`config.mk`:
```
export PLATFORM = sky130hd
export DESIGN_NAME = decode_stage
export DESIGN_NICKNAME = d
export VERILOG_FILES = /design/src/rtl/decode_stage.sv
export SDC_FILE = /design/constraint.sdc
export NUM_CORES = 1
export LEC_CHECK = 0
export ABC_AREA = 1
export CAP_MARGIN = 20
export CORE_ASPECT_RATIO = 2
export CORE_MARGIN = 4
export CORE_UTILIZATION = 37
export CTS_CLUSTER_SIZE = 10
export DETAILED_ROUTE_END_ITERATION = 12
export PLACE_DENSITY = 0.69
export SLEW_MARGIN = 20
export SYNTH_ARGS = -nofsm -noshare
export SYNTH_HDL_FRONTEND = slang
export SYNTH_SLANG_ARGS = --single-unit
```
`constraint.sdc`:
```
create_clock -name clk -period 3.1 [get_ports clk]
set_input_delay 0.93 -clock clk [delete_from_list [all_inputs] [get_ports clk]]
set_output_delay 0.93 -clock clk [all_outputs]
set_load 0.01 [all_outputs]
```
`src/rtl/decode_stage.sv`:
```
// Instruction decode stage: splits an instruction into fields and gathers both operands
// from the register file, the immediate, or memory, then presents them on a valid/ready port.
module decode_stage #(
    parameter int OPC_W  = 6,
    parameter int REG_AW = 4,
    parameter int IMM_W  = 12,
    parameter int DATA_W = 16,
    localparam int INSTR_W = OPC_W + 2 + REG_AW + IMM_W
) (
    input  logic               clk,
    input  logic               rst,
    input  logic               in_valid,
    output logic               in_ready,
    input  logic [INSTR_W-1:0] in_instr,
    output logic               rf_rd_en,
    output logic [REG_AW-1:0]  rf_rd_id1,
    output logic [REG_AW-1:0]  rf_rd_id2,
    input  logic [DATA_W-1:0]  rf_data1,
    input  logic [DATA_W-1:0]  rf_data2,
    output logic               mem_req,
    output logic [DATA_W-1:0]  mem_addr,
    input  logic               mem_ack,
    input  logic [DATA_W-1:0]  mem_data,
    output logic               out_valid,
    input  logic               out_ready,
    output logic [OPC_W-1:0]   out_opcode,
    output logic [1:0]         out_mode,
    output logic [DATA_W-1:0]  out_op1,
    output logic [DATA_W-1:0]  out_op2,
    output logic [REG_AW-1:0]  out_wb_reg,
    output logic               out_illegal
);

    typedef enum logic [1:0] {IDLE, REG_RD, MEM_RD, OUT} state_t;

    state_t             state;
    logic [IMM_W-1:0]   imm_q;
    logic [OPC_W-1:0]   in_opc;
    logic [1:0]         in_mode;
    logic [REG_AW-1:0]  in_rd;
    logic [IMM_W-1:0]   in_imm;
    logic [REG_AW-1:0]  in_rs;

    assign in_opc  = in_instr[INSTR_W-1 -: OPC_W];
    assign in_mode = in_instr[IMM_W+REG_AW +: 2];
    assign in_rd   = in_instr[IMM_W +: REG_AW];
    assign in_imm  = in_instr[IMM_W-1:0];
    assign in_rs   = in_imm[IMM_W-1 -: REG_AW];

    // The register read is issued in the accept cycle so its data lands during REG_RD.
    assign in_ready  = (state == IDLE) && !rst;
    assign rf_rd_en  = in_valid && in_ready;
    assign rf_rd_id1 = rf_rd_en ? in_rd : '0;
    assign rf_rd_id2 = rf_rd_en ? in_rs : '0;

    always_ff @(posedge clk or posedge rst) begin
        if (rst) begin
            state       <= IDLE;
            imm_q       <= '0;
            mem_req     <= 1'b0;
            mem_addr    <= '0;
            out_valid   <= 1'b0;
            out_opcode  <= '0;
            out_mode    <= '0;
            out_op1     <= '0;
            out_op2     <= '0;
            out_wb_reg  <= '0;
            out_illegal <= 1'b0;
        end else begin
            case (state)
                IDLE: begin
                    if (in_valid) begin
                        out_opcode <= in_opc;
                        out_mode   <= in_mode;
                        out_wb_reg <= in_rd;
                        imm_q      <= in_imm;
                        state      <= REG_RD;
                    end
                end
                REG_RD: begin
                    out_op1     <= rf_data1;
                    out_illegal <= 1'b0;
                    case (out_mode)
                        2'b00: begin
                            out_op2   <= rf_data2;
                            out_valid <= 1'b1;
                            state     <= OUT;
                        end
                        2'b10: begin
                            out_op2   <= DATA_W'(imm_q);
                            out_valid <= 1'b1;
                            state     <= OUT;
                        end
                        2'b11: begin
                            out_op2     <= '0;
                            out_illegal <= 1'b1;
                            out_valid   <= 1'b1;
                            state       <= OUT;
                        end
                        default: begin
                            mem_req  <= 1'b1;
                            mem_addr <= DATA_W'(imm_q);
                            state    <= MEM_RD;
                        end
                    endcase
                end
                MEM_RD: begin
                    if (mem_ack) begin
                        out_op2   <= mem_data;
                        mem_req   <= 1'b0;
                        out_valid <= 1'b1;
                        state     <= OUT;
                    end
                end
                OUT: begin
                    if (out_ready) begin
                        out_valid <= 1'b0;
                        state     <= IDLE;
                    end
                end
                default: state <= IDLE;
            endcase
        end
    end

endmodule

```
==> impl_metrics.env <==
export IMPL_grtUsageMet2_pct=34.2
export IMPL_totalPowerFinal_uw=5190
export IMPL_ys_seq_elements=73
export IMPL_power_leakage_uw=0.00249
export IMPL_synthesis_area_mm2=0.00332
export IMPL_place_hpwl_um=7290
export IMPL_drtPass1Iterations=4
export IMPL_final_layout_size_suffix_gt1_share_pct=10.3
export IMPL_io_buffers=145
export IMPL_finalWorstSetupSlack_ps=107
export IMPL_ctsHtreeMaxLevel=3
export IMPL_synthTopCellsByArea="dfrtp_1 (55%), nand2_1 (18%), mux2_2 (5.4%), o21ai_0 (5.1%), inv_1 (3.7%)"
export IMPL_clock_path_buffers=2
export IMPL_gp_congestion=0.792
export IMPL_cp_start_kind="input port"
export IMPL_vias=3011
export IMPL_p_per_area_mw_per_mm2=1010
export IMPL_yosysSeqAreaShare_pct=55.0
export IMPL_ir_drop_mv=0.590
export IMPL_die_area_mm2=0.0106
export IMPL_ant_nets=0
export IMPL_vias_per_cell=4.68
export IMPL_met1_usage_pct=20.1
export IMPL_cts_inserted_buffers=9
export IMPL_setup_viol=0
export IMPL_dieWidth_um=75.0
export IMPL_cts_tree="done"
export IMPL_crit_fanout=8
export IMPL_synthCells=390
export IMPL_worst_pin_slew_ps=737
export IMPL_fin_crit_ps=2990
export IMPL_drv_slew=0
export IMPL_cp_end_kind="output port"
export IMPL_fin_setup_tns_ps=0
export IMPL_grt_setup_unrepaired="no"
export IMPL_clock_latency_ps=320
export IMPL_instances_no_fill=643
export IMPL_yosysWarnings=0
export IMPL_grt_antenna_before_repair=0
export IMPL_holdPathStages=2
export IMPL_busiest_layer="met2"
export IMPL_io_pins=150
export IMPL_regToRegSetupSlack_ps=1090
export IMPL_synth_top_area_share_pct=55.0
export IMPL_grtUsageMet3_pct=3.47
export IMPL_r2r_cells=7
export IMPL_hold_end="out_opcode[3]$_DFFE_PP0P_"
export IMPL_finalHoldViolCount=0
export IMPL_rows=48
export IMPL_reg_top3="out_op1 x16, out_op2 x16"
export IMPL_hold_class="flip-flop to flip-flop"
export IMPL_die_h_um=142
export IMPL_period_share_pct=96.5
export IMPL_relSlewSlack_pct=50.7
export IMPL_n_antenna_cell=0
export IMPL_worstPathArrival_ps=2060
export IMPL_cts_sinks=73
export IMPL_fill_cells=811
export IMPL_start_util_pct=38.1
export IMPL_clock_skew_ps=5.89
export IMPL_crit_type="input port to output port"
export IMPL_regToRegStartpoint="state[0]$_DFFE_PP0P_"
export IMPL_grt_overflow=0
export IMPL_clkTransAtPathRegs_ps=50
export IMPL_outcome="complete, no violations"
export IMPL_min_delay_start="out_opcode[3]$_DFFE_PP0P_"
export IMPL_grt_pass1_wl_um=15200
export IMPL_r2r_end="imm_q[5]$_DFFE_PP0P_"
export IMPL_avgSynthCellArea_um2=8.51
export IMPL_coreArea_mm2=0.00871
export IMPL_yosys_cell_types_count=20
export IMPL_pre_cts_slack_ps=-411
export IMPL_cts_root_buffer="clkbuf_16"
export IMPL_fin_util_pct=58.8
export IMPL_max_freq_ghz=0.334
export IMPL_track_usage_pct=18.8
export IMPL_first_iter_violations=119
export IMPL_final_common_cell="nand2_1"
export IMPL_drc=0
export IMPL_grt_pass1_vias=3176
export IMPL_cap_violations=0
export IMPL_finalWirelength_um=9440
export IMPL_wl_per_cell_um=14.7
export IMPL_crit_required_ps=2170
export IMPL_nets=621
export IMPL_post_place_cells=626
export IMPL_ctsHoldBuffers=0
export IMPL_area_growth_pct=54.1
export IMPL_yosys_area_top_type="dfrtp_1"
export IMPL_final_cell_mix="nand2_1 (160), clkdlybuf4s50_1 (135), dfrtp_1 (73)"
export IMPL_grt_max_degree=34
## metal layers
metal	wire [um]	share of wire [%]
met5	0	0
met4	243	2.6
met3	492	5.2
met2	5290	56
met1	3420	36
## synthesized netlist by cell type
| library cell | n |
|---|---|
| o21ai_0 | 34 |
| inv_2 | 1 |
| nand2_1 | 161 |
| nor2_2 | 1 |
| o21bai_1 | 1 |
| ha_1 | 6 |
| conb_1 | 1 |
| nand3_4 | 1 |
| buf_6 | 1 |
| dfrtp_1 | 73 |
| buf_2 | 8 |
| nor2_1 | 27 |
| mux2_2 | 16 |
| nand3_1 | 13 |
| nand3_2 | 1 |
| buf_4 | 5 |
| nor2_4 | 1 |
| inv_1 | 33 |
| nand2_2 | 1 |
| clkbuf_1 | 5 |
## power by group
part	switching [uW]	total [uW]	leakage [uW]	internal, uW
Clock	362	943	0.000139	581
Combinational	1350	2580	0.00145	1230
Sequential	245	1660	0.000904	1420
Total	1960	5190	0.00249	3230
## per-stage QoR
| step | hold slack [ps] | area (um2) |
|---|---|---|
| 2_1_floorplan | 453 | 3330 |
| 3_3_place_gp | 463 | 4870 |
| 3_5_place_dp | 464 | 4870 |
| 4_1_cts | 480 | 5160 |
| 5_1_grt | 498 | 5120 |
| 6_report | 474 | 5120 |
## worst max-delay path, stage by stage
cell and delay [ps]:
clkdlybuf4s50_1 500, nand2_2 90, nor2_4 130, buf_4 120
inv_2 60, nor2_1 100, buf_2 140
## cell type report
class | count | area, um2 | share of cell area [%]
clock inverters | 3 | 15.0 | 0.293
flip-flops and latches | 73 | 1830 | 35.7
clock buffers | 13 | 260 | 5.09
inverters | 34 | 129 | 2.52
repair buffers | 153 | 1480 | 28.9
well taps | 100 | 125 | 2.44
multi-input cells | 267 | 1280 | 25.0
## what timing repair did
item | 4_1_cts | 5_1_grt
setup endpoints to repair | 9 | 8
pin swaps | 1 | 0
setup buffers | 1 | 0
resized for setup | 26 | 9
## worst max-delay path by stage
stage / startpoint / end / slack (ps) / depth (start not counted)
detailed placement: in_valid / rf_rd_id1[0] / -410 / 6
global placement: in_valid / rf_rd_id2[3] / -350 / 6
floorplan: rst / imm_q[0]$_DFFE_PP0P_ / 320 / 1
global route: in_valid / rf_rd_id1[2] / 0.8 / 7
CTS: in_valid / rf_rd_id1[0] / -4 / 7
finish: in_valid / rf_rd_id1[0] / 110 / 7
## logic make-up (layout without fill, tap and decap cells)
| logic type | Yosys count | count (layout) | synth area share (%) |
|---|---|---|---|
| AND/OR/NAND/NOR | 206 | 206 | 24.8 |
| flip-flops | 73 | 73 | 55.0 |
| buffers and inverters | 53 | 203 | 7.08 |
| AO/OA/AOI/OAI | 35 | 35 | 5.35 |
| multiplexers | 16 | 16 | 5.43 |
| adder cells (fa/ha/maj) | 6 | 6 | 2.26 |
| other | 1 | 4 | 0.113 |
(Power assumes the default switching activity.)
